<file path="src/rtl/aes_ptxt_unpacker.sv">
// Block FIFO that buffers 128-bit AES plaintext blocks and
// streams them one 32-bit word at a time to the nibble aligner.
module aes_ptxt_unpacker #(
  parameter int DEPTH     = 2,
  parameter bit MSW_FIRST = 1'b1
) (
  input  logic         clk,
  input  logic         reset_n,
  input  logic [127:0] blk_data,
  input  logic [2:0]   blk_nwords,
  input  logic         blk_last,
  input  logic         blk_vld,
  output logic         blk_rdy,
  input  logic         flush,
  output logic [31:0]  aes_ptxt,
  output logic         aes_ptxt_vld,
  input  logic         aes_ptxt_rdy,
  output logic         aes_ptxt_last,
  output logic [3:0]   fill_level
);

  localparam int PW = (DEPTH > 1) ? $clog2(DEPTH) : 1;

  typedef struct packed {
    logic [127:0] data;
    logic [1:0]   nw;
    logic         last;
  } entry_t;

  entry_t        mem_q [DEPTH];
  logic [PW-1:0] wptr_q, wptr_d;
  logic [PW-1:0] rptr_q, rptr_d;
  logic [3:0]    cnt_q, cnt_d;
  logic [1:0]    widx_q, widx_d;
  logic [31:0]   word_q, word_d;

  logic   full, empty, push, pop, hs, head_done;
  entry_t head, new_e, nxt_head;

  function automatic logic [PW-1:0] inc(input logic [PW-1:0] p);
    return (p == PW'(DEPTH - 1)) ? '0 : p + 1'b1;
  endfunction

  function automatic logic [31:0] word_sel(
    input logic [127:0] d,
    input logic [1:0]   k
  );
    logic [1:0] s;
    s = MSW_FIRST ? 2'd3 - k : k;
    unique case (s)
      2'd0:    return d[31:0];
      2'd1:    return d[63:32];
      2'd2:    return d[95:64];
      default: return d[127:96];
    endcase
  endfunction

  assign full      = cnt_q == 4'(DEPTH);
  assign empty     = cnt_q == 4'd0;
  assign blk_rdy   = reset_n & ~full & ~flush;
  assign push      = blk_vld & blk_rdy;
  assign head      = mem_q[rptr_q];
  assign head_done = widx_q == head.nw;
  assign hs        = ~empty & aes_ptxt_rdy;
  assign pop       = hs & head_done;

  // nw holds (word count - 1); 0 and out-of-range counts mean 4
  always_comb begin
    new_e.data = blk_data;
    new_e.last = blk_last;
    unique case (blk_nwords)
      3'd1:    new_e.nw = 2'd0;
      3'd2:    new_e.nw = 2'd1;
      3'd3:    new_e.nw = 2'd2;
      default: new_e.nw = 2'd3;
    endcase
  end

  always_comb begin
    wptr_d = wptr_q;
    rptr_d = rptr_q;
    cnt_d  = cnt_q;
    widx_d = widx_q;
    if (flush) begin
      wptr_d = '0;
      rptr_d = '0;
      cnt_d  = '0;
      widx_d = '0;
    end else begin
      if (push) wptr_d = inc(wptr_q);
      if (pop)  rptr_d = inc(rptr_q);
      if (hs)   widx_d = head_done ? 2'd0 : widx_q + 2'd1;
      if (push && !pop)      cnt_d = cnt_q + 4'd1;
      else if (pop && !push) cnt_d = cnt_q - 4'd1;
    end
  end

  // Output word is registered from next-state head so it holds when empty
  always_comb begin
    if (push && (wptr_q == rptr_d)) nxt_head = new_e;
    else                            nxt_head = mem_q[rptr_d];
    if (cnt_d != 4'd0) word_d = word_sel(nxt_head.data, widx_d);
    else               word_d = word_q;
  end

  always_ff @(posedge clk or negedge reset_n) begin
    if (!reset_n) begin
      wptr_q <= '0;
      rptr_q <= '0;
      cnt_q  <= '0;
      widx_q <= '0;
      word_q <= '0;
    end else begin
      wptr_q <= wptr_d;
      rptr_q <= rptr_d;
      cnt_q  <= cnt_d;
      widx_q <= widx_d;
      word_q <= word_d;
    end
  end

  always_ff @(posedge clk) begin
    if (push) mem_q[wptr_q] <= new_e;
  end

  assign aes_ptxt      = word_q;
  assign aes_ptxt_vld  = ~empty;
  assign aes_ptxt_last = ~empty & head.last & head_done;
  assign fill_level    = cnt_q;

endmodule

</file>
<file path="config.mk">
export PLATFORM = sky130hd
export DESIGN_NAME = aes_ptxt_unpacker
export DESIGN_NICKNAME = d
export VERILOG_FILES = /design/src/rtl/aes_ptxt_unpacker.sv
export SDC_FILE = /design/constraint.sdc
export NUM_CORES = 1
export LEC_CHECK = 0
export ABC_AREA = 1
export CAP_MARGIN = 20
export CORE_MARGIN = 2
export CORE_UTILIZATION = 39
export CTS_CLUSTER_SIZE = 16
export DETAILED_ROUTE_END_ITERATION = 6
export PLACE_DENSITY = 0.7
export SYNTH_ARGS = -nofsm -noshare
export SYNTH_HDL_FRONTEND = slang
export SYNTH_SLANG_ARGS = --single-unit
</file>
<file path="constraint.sdc">
create_clock -name clk -period 6.6 [get_ports clk]
set_input_delay 1.32 -clock clk [delete_from_list [all_inputs] [get_ports clk]]
set_output_delay 1.32 -clock clk [all_outputs]
set_load 0.01 [all_outputs]
</file>
## Word level (Yosys, flattened, before mapping)

Memories as Yosys holds them, arrays and structs flattened.
Index checks and enable logic that the tools add are counted.

| cells by class | value |
|---|---|
| add/subtract/negate cells | 6 |
| equality and inequality tests | 8 |
| multiplexer cells | 17 |
| bitwise logic cells | 10 |
| reductions and logical operators | 9 |

Operators by type and width:

| operator | count |
|---|---|
| 131-bit 2-to-1 mux | 1 |
| 32-bit case mux with 3 select lines | 1 |
| 4-bit 2-to-1 mux | 3 |
| 1-bit 2-to-1 mux | 8 |
| 1-bit AND | 7 |
| 3-bit by 2-bit equality test with 1-bit output (second input constant) | 2 |
| 2-bit 2-to-1 mux | 3 |
| 2-bit case mux with 3 select lines | 1 |
| 4-bit by 1-bit adder with 4-bit output (second input constant) | 1 |
| 4-bit by 2-bit equality test with 1-bit output (second input constant) | 1 |
| 4-bit zero test | 1 |
| 4-bit nonzero test | 1 |
| 4-bit by 1-bit subtractor with 4-bit output (second input constant) | 1 |
| 3-bit by 1-bit equality test with 1-bit output (second input constant) | 1 |
| 1-bit logical AND | 3 |
| 1-bit NOT | 3 |
| 1-bit adder (second input constant) | 2 |
| 2-bit by 1-bit adder with 2-bit output (second input constant) | 1 |
| 2-bit by 1-bit equality test with 1-bit output (second input constant) | 1 |
| 2-bit equality test | 1 |
| 2-bit equality test (second input constant) | 1 |
| 1-bit zero test | 2 |
| 2-bit zero test | 1 |
| 2-bit nonzero test | 1 |
| 2 further kinds | 2 |

| word-level totals | value |
|---|---|
| register bits | 40 |
| bits in writable memories | 262 |
| logic and storage cells | 56 |
| memories kept | 1 |

Memory list:

| memory | words | width | read ports | clocked after memory_dff | write ports | RTL line | source |
|---|---|---|---|---|---|---|---|
| mem_q | 2 | 131 | 2 | 0 | 1 | 30 | `entry_t mem_q [DEPTH];` |

## Logic depth before layout (Yosys ltp)

Gate-level depths: netlist (run 1).

| depth | value |
|---|---|
| depth in word-level cells | 11 |
| gate-level depth with buffers | 18 |
| mapped depth without buffers | 16 |

## Worst setup path before layout (run 1)

No wires, ideal clock.

| timing path | value |
|---|---|
| path type | input to register |
| start | input port reset_n |
| end | memory mem_q[0][0] (netlist name) (enable) |
| setup time | 0.623 ns |
| data arrival time | 7.088 ns |
| setup slack | -1.112 ns |
| stages | 4 |
| buffers on the path | 0 |
| cell sequence | inv_1 > nor2_1 > nand3_1 > nor2_1 |

| on the way | value |
|---|---|
| cells in the longest elaborated chain, start to end | 5 |

RTL lines:

| item | RTL line | source |
|---|---|---|
| from (decl) | 8 | `input logic reset_n,` |
| 1-bit AND (2 in a row) | 60 | `assign blk_rdy = reset_n & ~full & ~flush;` |
| 1-bit AND | 61 | `assign push = blk_vld & blk_rdy;` |
| 1-bit 2-to-1 mux | 123 | `if (push) mem_q[wptr_q] <= new_e;` |
| 1-bit 2-to-1 mux (implied by the code) | 123 |  |
| to (decl) | 30 |  |

No other way between the ends.

## Worst setup path in the final report (run 1)

| timing path | value |
|---|---|
| start | input port aes_ptxt_rdy |
| end | register word_q[29] (netlist: aes_ptxt[29]) |

| on the way | value |
|---|---|
| cells in the longest elaborated chain, start to end | 8 |
| elaborated cells on any way between the ends | 22 |
| those cells by class | add/sub: 1; eq/ne: 3; mux: 9; bitwise: 2; reduce/logical: 6; memory: 1 |

RTL lines:

| item | RTL line | source |
|---|---|---|
| from (decl) | 17 | `input logic aes_ptxt_rdy,` |
| 1-bit AND (*) | 64 | `assign hs = ~empty & aes_ptxt_rdy;` |
| branches (longest 7 deep; another with 2-bit subtractor) | - |  |
| to (signal assigned) | 118 | `word_q <= word_d;` |
| to (decl) | 35 | `logic [31:0] word_q, word_d;` |

Every way passes the cells marked *.
A chain may end at the register's enable or synchronous reset.

==> results of run 1 <==
[layer usage]
| metal | routed length [um] | up-vias | track usage (%) | part of all wire (%) |
|---|---|---|---|---|
| met2 | 20600 | 518 | 36.6 | 48 |
| met5 | 14 | - | 0 | 0.033 |
| met3 | 3590 | 92 | 2.95 | 8.3 |
| met4 | 1650 | 2 | 9.61 | 3.8 |
| li1 | - | 5567 | - | - |
| met1 | 17100 | 5608 | 29.2 | 40 |
[how the worst max path moves through the flow]
stage                       startpoint      endpoint  slack [ns]  depth (start not counted)
final                     aes_ptxt_rdy  aes_ptxt[29]        2.12                         13
after global routing      aes_ptxt_rdy   aes_ptxt[8]        1.93                         13
after CTS                 aes_ptxt_rdy   aes_ptxt[8]        2.16                         13
after detailed placement  aes_ptxt_rdy   aes_ptxt[8]        1.63                         13
after global placement    aes_ptxt_rdy   aes_ptxt[8]        1.67                         13
after floorplan                reset_n   mem_q[0][0]       -1.11                          4
[layout make-up]
| cell class | count | area share, % |
|---|---|---|
| sequential | 302 | 49.6 |
| multi-input combinational | 981 | 24.8 |
| timing repair buffer | 200 | 11.0 |
| clock buffer | 49 | 5.49 |
| inverter | 249 | 5.23 |
| tap | 468 | 3.28 |
| clock inverter | 13 | 0.497 |
| antenna | 5 | 0.0700 |
[worst min-delay path: cells and delay by family (launching register included)]
kind / cells / cell delay [ns]
flip-flops: 1 / 0.34
AND/OR/NAND/NOR: 2 / 0.13
[placed cells by master, fill, tap and decap left out, types with 2 or more instances in the layout]
cell / Yosys / layout
nand2_2: 3 / 3
a21oi_1: 2 / 2
clkinv_2: 0 / 8
nand3_1: 206 / 206
inv_1: 242 / 241
nor2_4: 1 / 5
nor2_1: 108 / 104
inv_2: 7 / 8
nand3_2: 3 / 2
clkdlybuf4s50_1: 0 / 174
o21ai_1: 34 / 34
buf_12: 0 / 3
buf_4: 1 / 22
ha_1: 3 / 3
clkinv_1: 0 / 3
diode_2: 0 / 5
clkbuf_16: 0 / 37
clkbuf_1: 21 / 11
nand4_1: 66 / 66
nand2_1: 510 / 510
nand3b_1: 33 / 33
nand3_4: 2 / 3
edfxtp_1: 262 / 262
o21ai_0: 2 / 2
dfrtp_1: 40 / 40
nor3_1: 3 / 3
[kinds of logic (layout without fill, tap and decap cells)]
kind of cell	after synthesis	in the layout	share of synthesized area, %
and+or+nand+nor	940	940	28.4
buffers and inverters	342	511	9.45
DFF	302	302	60.6
AOI/OAI and AO/OA	38	38	1.30
adders and majority gates	3	3	0.256
other	0	5	0
[state kept, by name (all words and copies together), names as in the netlist]
signal / count
aes_ptxt: 32
fill_level: 4
mem_q: 262
rptr_q: 1
widx_q: 2
wptr_q: 1
[where the power goes]
group	total, W	internal [W]	leakage (nW)	switching (W)
logic	0.000865	0.000384	4.45	0.000481
registers	0.00233	0.00222	2.84	0.000104
clock network	0.00184	0.00107	0.526	0.000762
total	0.00503	0.00368	7.82	0.00135
[metrics by stage]
stage                     setup TNS [ns]  area, um2  utilization (%)  worst slack, ns  hold slack, ns
after floorplan                  -291.25      14600                -            -1.11           0.524
final                                  0      17900             48.6             2.12           0.511
after global routing                   0      17900             48.6             1.93           0.545
after detailed placement               0      16800             45.7             1.63           0.504
after global placement                 0      16800             45.7             1.67           0.490
after CTS                              0      17900             48.6             2.16           0.516
==> impl_metrics.ini, run 1 <==
[worst_setup_path]
crit_arrival_ns = 4.87
critPathLaunchType = input port
required_ns = 6.99
r2r_cells = 15
worst-r2r-setup-slack_ns = 2.46
crit_chain = clkdlybuf4s50_1 > nand2_1 > inv_2 > nand4_4 > nand3_4 > nand2_1 > nand2_2 > buf_12 > nand3_1 > nand3_1 > nand3_1 > nor2_1 > nor2_1
regToRegStartpoint = fill_level[0]
critPathMaxStageDelay_ns = 0.63
endpoint_kind = register
cp_top_family = simple AND/OR/NAND/NOR gates
cp_num_buf_inv = 3
path_max_fanout = 36
cpMaxStageDelayCell = nand2_2
critPathKind = in2reg
crit_top_cell = nand3_1
reg2reg_to = aes_ptxt[29]

[clock_network]
cts_max_level = 2
holdBufCountCts = 0
cts.reportedPaths.clkPinSlew_ns = 0.05
cts_buffers = 34
postCtsResizedCells = 0
clkSinkCount = 302
post-cts-setup-buffer-count = 0
cts_tree = yes
cts_root_buf = clkbuf_16
clockBufferDepth = 3
clk_latency_ns = 0.52

[routing]
route.detailed.drc = 0
drtPass1Iterations = 5
vias = 11800
wl_per_cell_um = 19.0
drt-total-wl_mm = 43.0
drtIter0Drc = 989
drtAntennaViolNets = 0
viasPerCell = 5.20

[global_route]
grt_max_degree = 88
grt_overflow = 0
grt_pass1_wl_mm = 65.8
grtUsageTotal_pct = 22.1
antenna_found_initial = 6
grt_pass1_vias = 11400

[die]
ios = 176
fp.dieH_um = 198
core_mm2 = 0.0368
die_w_um = 198
rows = 70
start_util_pct = 39.8
die-area_mm2 = 0.0391

[placed_design]
dpl.hpwl_mm = 26.9
dp.cells = 2200
io_buffers = 175
gp_congestion = 0.867

[power]
p_per_area_mw_per_mm2 = 281
peakVddDrop_mv = 0.195
finalPower_w = 0.00503
leakagePower_nw = 7.82

[cells_and_area]
n_fill_cell = 3395
multi_input_area_mm2 = 0.00443
ff_latch_area_mm2 = 0.00887
area_delta_synth_final_pct = 22.1
stdcell_count = 2267
drive_gt1_share_pct = 5.46
finalNetCount = 1908

[sta]
worst_slew_pin_slew_ns = 0.993
grt_setup_unrepaired = no
fin_crit_ns = 4.48
setup_viol = 0
fin_skew_ns = 0.0150
final-hold-violation-count = 0
timing.final.crit_share_pct = 67.9
fmax_mhz = 223
slew_headroom_pct = 33.6
slew_violations = 0

[synth]
synth_edf_count = 262
ys_warn_count = 0
ys.flop_type = edfxtp_1
syn_area_mm2 = 0.0146
synth_seq_cells = 302
yosys.area.top_type = edfxtp_1
ys_seq_area_share_pct = 60.6
synth_top_area_share_pct = 53.7
syn-num-nets = 1765
synthArstFlopShare_pct = 13.2
ys_top_cells_by_area = edfxtp_1 (54%), nand2_1 (13%), nand3_1 (7.0%)
syn_inst = 1625
ys_types = 28
syn_area_per_cell_um2 = 9.01
yosysMostFrequentCell = nand2_1
synth_common_cells = nand2_1 (510), edfxtp_1 (262), inv_1 (242)

[outcome]
status = complete, no violations

[worst_hold_path]
worstHoldPathType = reg2reg
holdPathEnd = aes_ptxt[0]
whs_path_depth = 2
min_from = aes_ptxt[0]

[flow_run]
maxCapViolCount = 0
No activity file was read; power rests on OpenSTA's default activity.
==> run 2, diff against run 1 <==
clock period = 3.69 ns   (was 6.6 ns; I/O delays follow)
==> run 2 against run 1 <==
Net effect: largest cell class unchanged; sequential power increased by 80%; design area up 1.4%; die area stayed put; via count shrank 1.1%; final cell count barely moved; core utilization increased by 0.67 points; worst hold slack worse by 0.13 ns.
==> impl_metrics.ini, run 2 (synthesized netlist as in run 1, its figures left out) <==
[outcome]
status = complete, no violations

[die]
die_w_um = 198
fp.dieH_um = 198
rows = 70
core_mm2 = 0.0368
ios = 176
die-area_mm2 = 0.0391
start_util_pct = 39.8

[cells_and_area]
drive_gt1_share_pct = 5.73
largest_register_ffs = 262
max_flop_register = mem_q
area_delta_synth_final_pct = 23.8
final_cell_mix = nand2_1 (510), edfxtp_1 (262), inv_1 (241), nand3_1 (206), clkdlybuf4s50_1 (174)
n_fill_cell = 3375
final_common_cell = nand2_1
final_cell_area_mm2 = 0.0181
finalNetCount = 1911

[clock_network]
postCtsResizedCells = 0
cts_max_level = 2
holdBufCountCts = 0
clkSinkCount = 302
cts_tree = yes
clockBufferDepth = 3
cts.reportedPaths.clkPinSlew_ns = 0.06
cts_root_buf = clkbuf_16
post-cts-setup-buffer-count = 0
cts_buffers = 34
clk_latency_ns = 0.50

[routing]
drt-total-wl_mm = 42.4
drtAntennaViolNets = 0
wl_per_cell_um = 18.7
vias = 11700
drtPass1Iterations = 5
route.detailed.drc = 0
viasPerCell = 5.14
drtIter0Drc = 967

[placed_design]
dpl.hpwl_mm = 25.9
io_buffers = 175
gp_congestion = 0.837
place_area_mm2 = 0.0169

[sta]
fin_skew_ns = 0.00948
final-hold-violation-count = 0
finalSetupTns_ns = 0
setup_viol = 0
worst_slew_pin_slew_ns = 0.912
slew_headroom_pct = 39.2
slew_violations = 0
fin_crit_ns = 2.94
fmax_mhz = 340
timing.final.crit_share_pct = 79.7
grt_setup_unrepaired = no

[global_route]
grt_overflow = 0
antenna_found_initial = 3
grt_pass1_vias = 11300
grt_pass1_wl_mm = 64.5
grt_max_degree = 116
grtUsageTotal_pct = 21.6

[worst_setup_path]
path_max_fanout = 6
critPathLaunchType = register
crit_arrival_ns = 2.20
critPathKind = reg2out
endpoint_kind = output pin
required_ns = 2.95

[power]
leakagePower_nw = 7.92
p_per_area_mw_per_mm2 = 516
peakVddDrop_mv = 0.322
finalPower_w = 0.00934

[flow_run]
maxCapViolCount = 0

[worst_hold_path]
worstHoldPathType = in2async
[run 2: worst max-delay path: stages, from the launching register on]
cell and delay, ns:
dfrtp_1 0.47, inv_2 0.14, nand2_1 0.07, nand2_1 0.06, nand2_1 0.07, a21oi_1 0.20, and3_1 0.18, clkdlybuf4s50_1 0.53
[run 2: stage by stage]
| step | hold slack [ns] | setup slack, ns | util (%) | instances |
|---|---|---|---|---|
| 2_1_floorplan | 0.442 | -1.33 | - | 1625 |
| 3_3_place_gp | 0.496 | 0.543 | 46.0 | 2203 |
| 4_1_cts | 0.413 | 0.713 | 49.3 | 2264 |
| 5_1_grt | 0.434 | 0.548 | 49.3 | 2266 |
| 6_report | 0.383 | 0.749 | 49.3 | 2266 |
| 3_5_place_dp | 0.507 | 0.530 | 46.0 | 2203 |
[run 2: cell type report]
cell class | count | area [um2] | share of cell area (%)
flip-flops and latches | 302 | 8870 | 48.9
multi-input cells | 981 | 4430 | 24.5
repair buffers | 203 | 2110 | 11.6
inverters | 249 | 935 | 5.16
clock buffers | 44 | 930 | 5.13
well taps | 468 | 586 | 3.23
clock inverters | 17 | 259 | 1.43
diodes | 2 | 5.00 | 0.0276
[run 2: path summary, 6_finish.rpt]
kind,from,to,slack [ns],cells after the start
hold / removal,reset_n,fill_level[2],0.38,2
setup / recovery,rptr_q,aes_ptxt_last,0.75,7
max in group asynchronous,reset_n,aes_ptxt[21],2.85,2
setup reg to reg,fill_level[0],aes_ptxt[10],0.78,15
hold reg to reg,aes_ptxt[23],aes_ptxt[23],0.51,2
min in group clk,aes_ptxt[23],aes_ptxt[23],0.51,2
[run 2: where the power goes]
group,switching [W],internal [W],total [W]
sequential,0.000212,0.00397,0.00419
combinational,0.000851,0.000704,0.00156
clock,0.00134,0.00227,0.00360
[run 2: per-layer routing]
layer	part of all wire, %	track usage, %
met4	2.9	7.02
met1	41	28.5
met3	7.0	3.10
met2	49	36.6
met5	0.031	0
==> run 3, diff against run 2 <==
clock period = 2.7 ns   (was 3.69 ns; I/O delays follow)
==> run 3 against run 2 <==
Net effect: the run now ends with DRC left; sequential share of layout area decreased by 2.5 points; sequential power is 36% higher; non-clock buffer count up 84; clock skew is 0.0049 ns higher; wire length rose by 4.9%; design area rose by 5.4%; global-route usage increased by 0.85 points; total power up 37%; largest cell class unchanged.
==> impl_metrics.ini, run 3 (synthesized netlist as in run 1, its figures left out) <==
[die]
die-area_mm2 = 0.0391
fp.dieH_um = 198
start_util_pct = 39.8
rows = 70
ios = 176
die_w_um = 198
core_mm2 = 0.0368

[placed_design]
dp.cells = 2273
dpl_worst_slack_ns = -0.116
place_area_mm2 = 0.0177
io_buffers = 175
dpl.hpwl_mm = 29.3
gp_congestion = 0.873

[cells_and_area]
multi_input_area_mm2 = 0.00450
largest_register_ffs = 262
drive_gt1_share_pct = 11.0
area_delta_synth_final_pct = 30.5
final_cell_mix = nand2_1 (506), edfxtp_1 (262), inv_1 (240), nand3_1 (203), clkdlybuf4s50_1 (172)
finalNetCount = 1996
n_fill_cell = 3315
fin_util_pct = 51.9
max_flop_register = mem_q
final_cell_area_mm2 = 0.0191
final_common_cell = nand2_1
ff_latch_area_mm2 = 0.00887
stdcell_count = 2352

[global_route]
grt_pass1_wl_mm = 66.5
antenna_found_initial = 4
grt_max_degree = 53
grt_pass1_vias = 12000
grt_overflow = 0
grtUsageTotal_pct = 22.4

[sta]
fin_crit_ns = 2.55
worst_slew_pin_slew_ns = 0.688
setup_slack_ns = 0.146
fin_skew_ns = 0.0143
finalSetupTns_ns = 0
fmax_mhz = 392
slew_headroom_pct = 54.1
final-hold-violation-count = 0
setup_viol = 0
slew_violations = 0
timing.final.crit_share_pct = 94.6

[outcome]
status = finished with violations
failed_checks = DRC

[routing]
vias = 12100
drtPass1Iterations = 7
wl_per_cell_um = 18.9
drtAntennaViolNets = 0
drt-total-wl_mm = 44.4
drtIter0Drc = 1155
route.detailed.drc = 2
viasPerCell = 5.13

[power]
p_per_area_mw_per_mm2 = 672
leakagePower_nw = 8.47
peakVddDrop_mv = 0.473

[clock_network]
holdBufCountCts = 0
clockBufferDepth = 3
cts_tree = yes
cts_buffers = 35
cts.reportedPaths.clkPinSlew_ns = 0.06
clk_latency_ns = 0.53
cts_max_level = 2
clkSinkCount = 302
cts_root_buf = clkbuf_16

[worst_setup_path]
critPathLaunchType = register
endpoint_kind = register
critPathKind = reg2reg
required_ns = 3.11
crit_arrival_ns = 2.97
path_max_fanout = 12

[flow_run]
maxCapViolCount = 0

[worst_hold_path]
worstHoldPathType = in2async
## run 3: stage by stage
step	power [W]	hold WS (ns)
2_1_floorplan	0.00666	0.244
3_3_place_gp	0.00805	0.493
3_5_place_dp	0.00810	0.507
4_1_cts	0.0128	0.190
5_1_grt	0.0133	0.224
6_report	0.0128	0.168
## run 3: routing by layer
metal | track usage (%) | vias to the layer above | share of wire (%)
li1 | - | 5751 | -
met1 | 27.5 | 5714 | 39
met2 | 38.8 | 491 | 50
met3 | 3.97 | 101 | 7.3
met4 | 9.80 | 2 | 3.2
met5 | 0 | - | 0.029
## run 3: power by group
group / internal (W) / switching [W] / total [W]
sequential: 0.00543 / 0.000249 / 0.00568
clock: 0.00286 / 0.00191 / 0.00476
combinational: 0.00116 / 0.00124 / 0.00240
total: 0.00945 / 0.00339 / 0.0128
## run 3: final timing paths
| check | from | endpoint | slack [ns] | cells past startpoint |
|---|---|---|---|---|
| setup / recovery | fill_level[1] | aes_ptxt[13] | 0.15 | 18 |
| hold / removal | reset_n | aes_ptxt[29] | 0.17 | 2 |
| setup reg to reg | fill_level[1] | aes_ptxt[13] | 0.15 | 18 |
| hold reg to reg | aes_ptxt[1] | aes_ptxt[1] | 0.51 | 2 |
| max in group asynchronous | reset_n | rptr_q | 2.04 | 2 |
| min in group clk | aes_ptxt[1] | aes_ptxt[1] | 0.51 | 2 |
## run 3: what timing repair did
| item | CTS | global route |
|---|---|---|
| buffers inserted | 2 | 10 |
| setup endpoints to repair | 4 | 30 |
| gates cloned | 0 | 2 |
| pin swaps | 0 | 9 |
| gates resized for setup | 5 | 22 |
## run 3: cell type report
type | instances | share of cell area (%)
Sequential cell | 302 | 46.4
Multi-Input combinational cell | 981 | 23.6
Timing Repair Buffer | 287 | 16.0
Inverter | 249 | 4.93
Clock buffer | 41 | 4.91
Tap cell | 468 | 3.07
Clock inverter | 21 | 1.04
Antenna cell | 3 | 0.0393
## run 3: critical path: stages (launching register included)
cell and delay (ns):
dfrtp_2 0.43, buf_4 0.15, ha_2 0.15, nor3b_2 0.15, nor2_1 0.11, nand3_2 0.14, inv_4 0.13, nand2_1 0.07
nand2_2 0.09, nand2_1 0.06, nand2_1 0.07, nor2_2 0.04, nor2_2 0.15, nand3_4 0.09, buf_12 0.16, buf_4 0.14
buf_4 0.15, nor2_1 0.08, nor2_1 0.06
